[src/rtl/seg7_pkg.sv]
// Shared constants and types for the scrolling seven-segment driver:
// the fixed hex message, the active-low glyph table and the FSM state type.
package seg7_pkg;

    localparam logic [63:0] MESSAGE = 64'h0123_4567_89AB_CDEF;

    // Active-low cathodes, bit 6 = a through bit 0 = g.
    localparam logic [6:0] GLYPH [16] = '{
        7'b0000001, 7'b1001111, 7'b0010010, 7'b0000110,
        7'b1001100, 7'b0100100, 7'b0100000, 7'b0001111,
        7'b0000000, 7'b0000100, 7'b0001000, 7'b1100000,
        7'b0110001, 7'b1000010, 7'b0110000, 7'b0111000
    };

    typedef enum logic {BLANK, ON} state_t;

    // Code index 0 is the most significant nibble of the message.
    function automatic logic [3:0] message_code(input logic [3:0] idx);
        return MESSAGE[6'd63 - {idx, 2'b00} -: 4];
    endfunction

endpackage

[src/rtl/seg7_decoder.sv]
// Combinational hex code to active-low seven-segment glyph.
module seg7_decoder
    import seg7_pkg::*;
(
    input  logic [3:0] code,
    output logic [6:0] glyph
);

    always_comb begin
        glyph = GLYPH[code];
    end

endmodule

[src/rtl/seg7_scroll_driver.sv]
// Time-multiplexed 4-digit common-anode driver showing a scrolling window
// of the fixed hex message; each advance cycle moves the window one step left.
module seg7_scroll_driver
    import seg7_pkg::*;
#(
    parameter int unsigned ON_CYCLES    = 12,
    parameter int unsigned BLANK_CYCLES = 4
) (
    input  logic       clk,
    input  logic       reset,
    input  logic       advance,
    output logic [3:0] an,
    output logic [6:0] a2g
);

    localparam int unsigned MAX_CYCLES = (ON_CYCLES > BLANK_CYCLES) ? ON_CYCLES : BLANK_CYCLES;
    localparam int unsigned CW         = (MAX_CYCLES > 1) ? $clog2(MAX_CYCLES) : 1;
    localparam logic [CW-1:0] ON_LAST    = CW'(ON_CYCLES - 1);
    localparam logic [CW-1:0] BLANK_LAST = CW'(BLANK_CYCLES - 1);

    state_t        state;
    logic [CW-1:0] cnt;
    logic [3:0]    ptr;
    logic [3:0]    base;
    logic [1:0]    d;
    logic [3:0]    idx;
    logic [3:0]    code;
    logic [6:0]    glyph;

    // Digit 3 loads from the live pointer, the same value latched into base,
    // so the whole frame shares one window.
    always_comb begin
        idx  = ((d == 2'd3) ? ptr : base) + {2'b00, 2'd3 - d};
        code = message_code(idx);
    end

    seg7_decoder u_decoder (
        .code  (code),
        .glyph (glyph)
    );

    always_ff @(posedge clk) begin
        if (reset) begin
            state <= BLANK;
            cnt   <= '0;
            ptr   <= '0;
            base  <= '0;
            d     <= 2'd3;
            an    <= 4'b1111;
            a2g   <= 7'b1111111;
        end else begin
            if (advance) begin
                ptr <= ptr + 4'd1;
            end
            case (state)
                BLANK: begin
                    an <= 4'b1111;
                    if (cnt == BLANK_LAST) begin
                        cnt   <= '0;
                        state <= ON;
                        an    <= ~(4'b0001 << d);
                        a2g   <= glyph;
                        if (d == 2'd3) begin
                            base <= ptr;
                        end
                    end else begin
                        cnt <= cnt + 1'b1;
                    end
                end
                ON: begin
                    if (cnt == ON_LAST) begin
                        cnt   <= '0;
                        state <= BLANK;
                        an    <= 4'b1111;
                        d     <= d - 2'd1;
                    end else begin
                        cnt <= cnt + 1'b1;
                    end
                end
                default: begin
                    state <= BLANK;
                    cnt   <= '0;
                end
            endcase
        end
    end

endmodule
[config.mk]
export PLATFORM = sky130hd
export DESIGN_NAME = seg7_scroll_driver
export DESIGN_NICKNAME = d
export VERILOG_FILES = /design/src/rtl/seg7_pkg.sv /design/src/rtl/seg7_decoder.sv /design/src/rtl/seg7_scroll_driver.sv
export SDC_FILE = /design/constraint.sdc
export NUM_CORES = 1
export LEC_CHECK = 0
export CAP_MARGIN = 10
export CELL_PAD_IN_SITES_DETAIL_PLACEMENT = 0
export CELL_PAD_IN_SITES_GLOBAL_PLACEMENT = 1
export CORE_MARGIN = 4
export CORE_UTILIZATION = 25
export DETAILED_ROUTE_END_ITERATION = 8
export PLACE_DENSITY_LB_ADDON = 0.1
export SETUP_SLACK_MARGIN = 0.05
export SKIP_CTS_REPAIR_TIMING = 1
export SLEW_MARGIN = 20
export SYNTH_ARGS = -nofsm -noshare
export SYNTH_HDL_FRONTEND = slang
export SYNTH_HIERARCHICAL = 1
export SYNTH_SLANG_ARGS = --single-unit
[constraint.sdc]
create_clock -name clk -period 3.2 [get_ports clk]
set_input_delay 0.48 -clock clk [delete_from_list [all_inputs] [get_ports clk]]
set_output_delay 0.48 -clock clk [all_outputs]
set_load 0.01 [all_outputs]
* After elaboration in Yosys (flattened, before gate mapping)
Memories as Yosys holds them, arrays and structs flattened. A register that Yosys moved wholly into a read port is not among the register bits.
Index checks and enable logic that the tools add are counted.
** Word-level totals
- Register bits after elaboration :: 19
- Input port bits :: 3
- Memories :: 1
- Logic and storage cells :: 34
- Bits in read-only memories :: 112
** Cells by class
- Muxes and demuxes :: 10
- Reduce and logical (&&, ||, !) cells :: 2
- $add $sub $neg :: 6
- Bitwise logic cells :: 3
- Equal/unequal tests :: 4
- Shift-type cells :: 2
** Memories
- (name not given) :: depth 16, bits a word 7, rd ports 1, clocked after Yosys merged registers in 1, write ports 0, line seg7_decoder.sv:10 : glyph = GLYPH[code];
** Operator list (count)
- 67-bit by 7-bit indexed part select with 4-bit output (first input constant) :: 1
- 4-bit 2-to-1 mux :: 5
- 4-bit one-hot mux with 2 select lines :: 2
- 4-bit by 1-bit adder with 4-bit output (second input constant) :: 2
- 6-bit subtractor (first input constant) :: 1
- 4-bit NOT with 5-bit output :: 1
- 4-bit by 2-bit adder with 4-bit output :: 1
- 4-bit by 2-bit equality test with 1-bit output (second input constant) :: 1
- 4-bit equality test (second input constant) :: 1
- 4-bit NOT :: 1
- 2-bit AND reduction :: 2
- 1-bit by 2-bit left shift with 4-bit output (first input constant) :: 1
- 2-bit equality test (second input constant) :: 1
- 1-bit 2-to-1 mux :: 2
- 2-bit by 1-bit inequality test with 1-bit output (second input constant) :: 1
- 1-bit one-hot mux with 2 select lines :: 1
- 2-bit by 1-bit subtractor with 2-bit output (second input constant) :: 1
- 2-bit subtractor (first input constant) :: 1
- 1-bit NOT :: 1

* Logic depth before layout (Yosys ltp)
Gate-level depths: netlist (run 1).
- Depth in word-level cells :: 6
- Gate-level depth with buffers :: 13
- Gate-level depth less buffers :: 13

* By module
Netlist (run 1), hierarchy kept.
** Modules (own cells, without submodules)
- seg7_scroll_driver :: seq. area each 520.5 sq um, cells each 119, area each 1219.9 sq um, instances 1
- seg7_decoder :: seq. area each 0.0 sq um, cells each 36, area each 252.7 sq um, instances 1

* Least setup slack after synthesis (run 1)
Ideal clock, no wire load.
- Path type :: register to register
- Start :: reg d[1]
- End :: reg a2g[3]
- Path buffers :: 0
- Path slack :: 0.389 ns
- Stages on the path, launching flop included :: 14
- Period minus slack after synthesis :: 2.811 ns
- Required time :: 3.070 ns
- Data arrival time :: 2.682 ns
- Cell sequence :: dfxtp_1 > ha_1 > mux2_2 > ha_1 > inv_1 > fa_1 > inv_1 > inv_1 > ha_1 > or2_2 > a21oi_1 > a31oi_1 > mux2i_1 > nand2_1
** On the way
- Cells in the longest elaborated chain, start to end :: 6
- Elaborated cells between the ends (all ways) :: 7
- Classes of those cells :: add/sub: 3; eq/ne: 1; shift: 1; mux: 1; bitwise: 1
** RTL lines
- start, declared :: line seg7_scroll_driver.sv:25 : logic [1:0] d;
- start signal, assigned :: line seg7_scroll_driver.sv:75 : d <= d - 2'd1;
- 2-bit equality test :: line seg7_scroll_driver.sv:33 : idx = ((d == 2'd3) ? ptr : base) + {2'b00, 2'd3 - d};
- 4-bit 2-to-1 mux
- 4-bit by 2-bit adder with 4-bit output (*) :: line seg7_scroll_driver.sv:33
- 6-bit subtractor (*) :: line seg7_pkg.sv:19 : return MESSAGE[6'd63 - {idx, 2'b00} -: 4];
- 67-bit by 7-bit indexed part select with 4-bit output (*) :: line seg7_pkg.sv:19
- named net code[1] :: line seg7_scroll_driver.sv:27 : logic [3:0] code;
- 4-bit NOT with 5-bit output (not written as such) (*) :: line seg7_decoder.sv:10
- end, declared :: line seg7_scroll_driver.sv:13 : output logic [6:0] a2g
Mark *: on every way through the listed nets, which the timed path passes. The rest lies on a longest branch.
A chain may end at the register's enable or synchronous reset.

* Worst setup path in the final report (run 1)
- Start :: reg d[0]
- End :: reg a2g[6]
The elaborated chain is that of the path after synthesis.

==> flow_summary.yaml, run 1 <==
status:
  status: "finished, final reports clean"
cells_and_area:
  antenna_cells: 0
  seqCellArea_sq_um: 521.8
  fin_util_pct: 31.64
  syn_to_final_growth_pct: 20.48
  design_area_sq_mm: 0.001774
  num-nets-final: 194
  drive_gt1_share_pct: 11.56
  multi_input_area_sq_um: 863.3
  fill_cells: 616
timing:
  fin_crit_ps: 2938
  rsz0062_at_grt: "no"
  hold_slack_ps: 459.8
  max_freq_ghz: 0.3403
  setup-violations-final: 0
  finalMaxSlewViolations: 0
  relSlewSlack_pct: 75.49
  hold_viol_final: 0
  finalCritPeriodShare_pct: 91.82
  clock_skew_ps: 6.211
  worstMarginPinSlew_ps: 367.2
  worst_slack_ps: 261.8
  totalNegativeSetupSlack_ps: 0
clocking:
  cts_max_level: 1
  clock-root-buffer: "clkbuf_8"
  cts_inserted_buffers: 3
  clk_latency_ps: 280
  cts_tree: "done"
  cts_sinks: 26
  clkTransAtPathRegs_ps: 100
  clockBufferDepth: 2
power:
  power_density_mw_per_mm2: 411.8
  p_leak_nw: 0.7561
  ir_worst_vdd_mv: 0.1575
logic_synthesis:
  synth_compound_area_share_pct: 11.55
  async_flop_share_pct: 0
  synth_area_per_cell_sq_um: 9.501
  synthAdderAreaFrac_pct: 14.95
  synth_top_area_share_pct: 35.34
  synth_largest_area_cell: "dfxtp_1"
  synth_edf_count: 0
  syn-cell-area_sq_mm: 0.001473
  muxShareOfSynthArea_pct: 10.37
  yosys_warnings: 6
  synth.net_count: 175
  synth_xor_area_share_pct: 4.758
  synth_area_leaders: "dfxtp_1, ha_1, mux2i_1"
  synth_flop_cell: "dfxtp_1"
  yosys_register_bits: 26
  yosysSeqAreaShare_pct: 35.34
  synth-simple-area-share_pct: 16.82
  ys_types: 41
  synth_top_family_by_area: "simple AND/OR/NAND/NOR gates"
  synthCells: 155
placed_design:
  gp_congestion: 0.7195
  io_buffers: 13
  hpwl_um: 2258
  postPlaceCellArea_sq_mm: 0.001699
  dp_slack_ps: 243.4
floorplanning:
  fp.dieH_um: 84.75
  rows: 27
  ios: 14
  start_util_pct: 26.26
  die_w_um: 84.75
  coreArea_sq_mm: 0.005608
  die_area_sq_mm: 0.007183
worst_setup_path:
  cp-startpoint: "d[0]"
  cp-start-kind: "flip-flop"
  path_delay_family: "adder cells"
  path_buf_inv: 3
  path_cells: "ha_2 > mux2_2 > ha_1 > inv_1 > fa_1 > inv_1 > inv_1 > ha_1 > or2_2 > o21ai_0 > o21ai_0 > mux2i_1 > nand2_1"
  crit_required_ps: 3360
  r2r_start: "d[0]"
  cp_max_fo: 5
  worstRegToRegCells: 13
  r2r-end: "a2g[6]"
  critPathCaptureType: "flip-flop"
  worstSetupPathType: "flip-flop to flip-flop"
  cp_common_cell: "inv_1"
  cp_slowest_cell: "dfxtp_1"
  reg2reg_setup_slack_ps: 260
  critPathMaxStageDelay_ps: 410
  critPathCapture: "a2g[6]"
  arrival_ps: 3100
  cp_num_cells: 13
global_routing:
  grt_pass1_wl_um: 5195
  track_usage_pct: 8.917
  overflow: 0
  antenna_found_initial: 0
  grt_max_degree: 18
  first_global_vias: 1085
route:
  routed_wl_um: 3021
  vias: 1060
  viasPerCell: 4.327
  dr.pass1.iters: 4
  first_iter_violations: 50
  drc: 0
  postRouteAntennaNets: 0
  avgRoutedWirePerCell_um: 12.33
min_path:
  min_path_type: "flip-flop to flip-flop"
run:
  drv_cap: 0
[power breakdown]
part | internal, mW | total (mW) | switching [mW]
registers | 0.337 | 0.349 | 0.0114
clock network | 0.168 | 0.282 | 0.114
logic | 0.0492 | 0.100 | 0.0512
[kinds of logic (layout without fill, tap and decap cells)]
logic type | Yosys count | after routing
AND/OR/NAND/NOR | 46 | 46
multiplexers | 15 | 15
adder cells (fa/ha/maj) | 17 | 17
buffers and inverters | 18 | 36
flip-flops | 26 | 26
XOR/XNOR | 8 | 8
AO/OA/AOI/OAI | 25 | 25
[worst min-delay path by stage]
stage                     startpoint      to  slack (ps)  depth (start not counted)
after global placement        cnt[0]  cnt[0]         450                          1
final                         cnt[0]  cnt[0]         460                          1
after floorplan               cnt[0]  cnt[0]         430                          1
after CTS                     cnt[0]  cnt[0]         470                          1
after global routing          a2g[1]  a2g[1]         500                          2
after detailed placement      cnt[0]  cnt[0]         450                          1
[layout make-up]
| type | count | area share [%] |
|---|---|---|
| inverters | 12 | 2.539 |
| clock inverters | 1 | 1.693 |
| flip-flops and latches | 26 | 29.41 |
| multi-input cells | 111 | 48.66 |
| repair buffers | 20 | 10.30 |
| clock buffers | 3 | 2.327 |
| well taps | 72 | 5.078 |
[registers in the layout, summed over array words and instances, names as in the netlist]
signal	cells
a2g	7
an	4
base	4
cnt	4
d	2
ptr	4
state	1
[metrics by stage]
stage	instances	total power, mW
2_1_floorplan	155	0.4246
3_3_place_gp	241	0.4577
3_5_place_dp	241	0.4579
4_1_cts	245	0.7416
5_1_grt	245	0.7728
6_report	245	0.7306
[cells in the final DEF (no fill, tap or decap), drive strengths merged, types with 2 or more instances in the layout]
cell and instances:
dfxtp 26, nand2 17, ha 16, mux2i 13, clkdlybuf4s50 13, inv 12
nor2 9, buf 7, o21ai 7, xor2 5, a21oi 4, or2 4
xnor2 3, nor2b 3, nand3 3, a32oi 3, clkbuf 3, mux2 2
nand3b 2, o211ai 2, a211oi 2
[cells in the mapped netlist (all sizes together) (2+ instances only)]
master	instances
dfxtp	26
nand2	17
ha	16
mux2i	13
inv	12
nor2	9
o21ai	7
xor2	5
a21oi	4
buf	4
or2	4
a32oi	3
nand3	3
nor2b	3
xnor2	3
a211oi	2
clkbuf	2
mux2	2
nand3b	2
o211ai	2
[worst register-to-register path: cells and delay by family (launching register included)]
kind | cells | cell delay [ps]
buf+inv | 3 | 320
compound gates | 2 | 180
fa+ha+maj | 4 | 1050
mux | 2 | 500
flops | 1 | 410
simple gates | 2 | 360
[layer usage]
| metal | wire [um] | GRT usage (%) | vias to the layer above |
|---|---|---|---|
| met1 | 1572 | 12.02 | 481 |
| met4 | 25 | 3.022 | 0 |
| met2 | 1343 | 14.02 | 13 |
| met5 | 0 | 0 | - |
| li1 | - | - | 564 |
| met3 | 80 | 1.963 | 2 |
No activity file was read; power rests on OpenSTA's default activity.
==> inputs of run 2 (changes only) <==
Settings changed: ABC_AREA set to 1, CORE_UTILIZATION 25 to 41.
==> run 2 against run 1 <==
Compared with the run above:
- sequential power up 2%
- combinational power up 26%
- clock skew down 3.5 ps
- non-clock buffer count down 6
- area after synthesis up 4.9%
- design area down 1.1%
- sequential share of layout area up 0.24 points
- fmax up 9.2%
- largest cell class unchanged
- largest power group unchanged
==> flow_summary.yaml, run 2 <==
status:
  status: "finished, final reports clean"
clocking:
  cts_inserted_buffers: 3
  cts_tree: "done"
  clk_latency_ps: 280
  cts_sinks: 26
  cts_max_level: 1
  clock-root-buffer: "clkbuf_8"
  clockBufferDepth: 2
  clkTransAtPathRegs_ps: 90
worst_setup_path:
  cp-start-kind: "flip-flop"
  arrival_ps: 2830
  reg2reg_setup_slack_ps: 510
  cp_max_fo: 6
  worstSetupPathType: "flip-flop to flip-flop"
  critPathCaptureType: "flip-flop"
  crit_required_ps: 3340
floorplanning:
  die_area_sq_mm: 0.004815
  die_w_um: 69.39
  rows: 22
  ios: 14
  fp.dieH_um: 69.39
  coreArea_sq_mm: 0.003661
  start_util_pct: 42.21
route:
  viasPerCell: 4.937
  dr.pass1.iters: 4
  routed_wl_um: 3106
  first_iter_violations: 66
  vias: 1333
  postRouteAntennaNets: 0
  avgRoutedWirePerCell_um: 11.50
  drc: 0
logic_synthesis:
  synth_top_family_by_area: "simple AND/OR/NAND/NOR gates"
  ys_types: 26
  muxShareOfSynthArea_pct: 0
  yosysSeqAreaShare_pct: 33.68
  synth_xor_area_share_pct: 1.700
  synthCells: 211
  synth_compound_area_share_pct: 5.425
  synthTopCellsByCount: "nand2_1, nand3_1, dfxtp_1"
  synth-simple-area-share_pct: 35.30
  synth_edf_count: 0
  synth_area_leaders: "dfxtp_1, nand2_1, ha_1"
  synth_largest_area_cell: "dfxtp_1"
  syn-cell-area_sq_mm: 0.001545
  synth_top_area_share_pct: 33.68
  yosys_register_bits: 26
  yosys.cell_count.top_type: "nand2_1"
  yosys_warnings: 6
  synth_flop_cell: "dfxtp_1"
  synth_area_per_cell_sq_um: 7.323
  async_flop_share_pct: 0
  synthAdderAreaFrac_pct: 14.25
  synth.net_count: 231
timing:
  rsz0062_at_grt: "no"
  fin_crit_ps: 2691
  worstMarginPinSlew_ps: 686.8
  relSlewSlack_pct: 54.16
  hold_slack_ps: 457.5
  max_freq_ghz: 0.3716
  hold_viol_final: 0
  clock_skew_ps: 2.675
  totalNegativeSetupSlack_ps: 0
  finalMaxSlewViolations: 0
  finalCritPeriodShare_pct: 84.09
  setup-violations-final: 0
global_routing:
  antenna_found_initial: 0
  grt_pass1_wl_um: 5589
  first_global_vias: 1251
  track_usage_pct: 14.01
  overflow: 0
  grt_max_degree: 23
cells_and_area:
  regMostFlops: "a2g"
  final_cell_mix: "nand2_1, nand3_1, dfxtp_1"
  antenna_cells: 0
  multi_input_area_sq_um: 875.8
  largest_register_ffs: 7
  fill_cells: 381
  drive_gt1_share_pct: 7.207
  fin_util_pct: 47.95
  syn_to_final_growth_pct: 13.60
  num-nets-final: 243
  seqCellArea_sq_um: 520.5
  final_common_cell: "nand2_1"
power:
  p_leak_nw: 0.8523
  total_power_mw: 0.7588
  ir_worst_vdd_mv: 0.2204
  power_density_mw_per_mm2: 432.3
run:
  drv_cap: 0
min_path:
  min_path_type: "flip-flop to flip-flop"
placed_design:
  io_buffers: 13
  gp_congestion: 0.9157
  hpwl_um: 2358
==> run 2: cell types whose count changed after synthesis, sizes merged, moves of 3 or more <==
cell / delta
nand2: +40
xor2: -4
a32oi: -3
mux2i: -13
or2: -4
nand3: +37
nand4: +4
inv: +12
nor2b: -3
nor2: +9
==> run 2: worst max-delay path, cell delays in order (launching register included) <==
cell and delay (ps):
dfxtp_1 460, ha_1 280, nand2_1 70, o21ai_0 110, ha_1 210, inv_1 50, fa_1 430, inv_1 140
inv_1 120, ha_1 320, nand2_1 50, nand3_1 70, nand2_1 80, nand3_1 80, nand3_1 60
==> run 2: final cells by class <==
cell class	count	share of cell area, %
Multi-Input combinational cell	154	49.89
Clock buffer	3	2.352
Clock inverter	1	1.711
Inverter	24	5.132
Timing Repair Buffer	14	7.840
Tap cell	48	3.421
Sequential cell	26	29.65
==> run 2: where the power goes <==
part           switching [mW]  internal (mW)
Combinational          0.0740         0.0515
Sequential             0.0137          0.343
Clock                   0.109          0.168
Total                   0.196          0.563
==> run 2: metrics by stage <==
step,setup WS [ps],std cells,area (sq um)
after floorplan,820.0,211,1545
after global placement,586.0,266,1684
after detailed placement,504.3,266,1684
after CTS,469.6,270,1755
after global routing,156.9,270,1755
final,509.3,270,1755
==> run 2: metal layers <==
layer / share of wire [%] / routed length (um) / up-vias / GRT usage (%)
met5: 0 / 0 / - / 0
met4: 1.4 / 42 / 0 / 4.555
met3: 3.2 / 100 / 4 / 2.899
met2: 47 / 1463 / 15 / 23.73
met1: 48 / 1499 / 613 / 17.66
li1: - / - / 701 / -
==> run 2: kinds of logic (layout without fill, tap and decap cells) <==
| family | Yosys count | after routing |
|---|---|---|
| AOI/OAI and AO/OA | 14 | 14 |
| adders and majority gates | 17 | 17 |
| buffers and inverters | 31 | 42 |
| and+or+nand+nor | 120 | 120 |
| DFF | 26 | 26 |
| xor gates and xnor gates | 3 | 3 |
==> run 2: final timing paths <==
check / depth (start not counted) / end / from
min reg2reg: 1 / cnt[0] / cnt[0]
max reg2reg: 14 / a2g[3] / d[1]
max: 14 / a2g[3] / d[1]
min: 1 / cnt[0] / cnt[0]
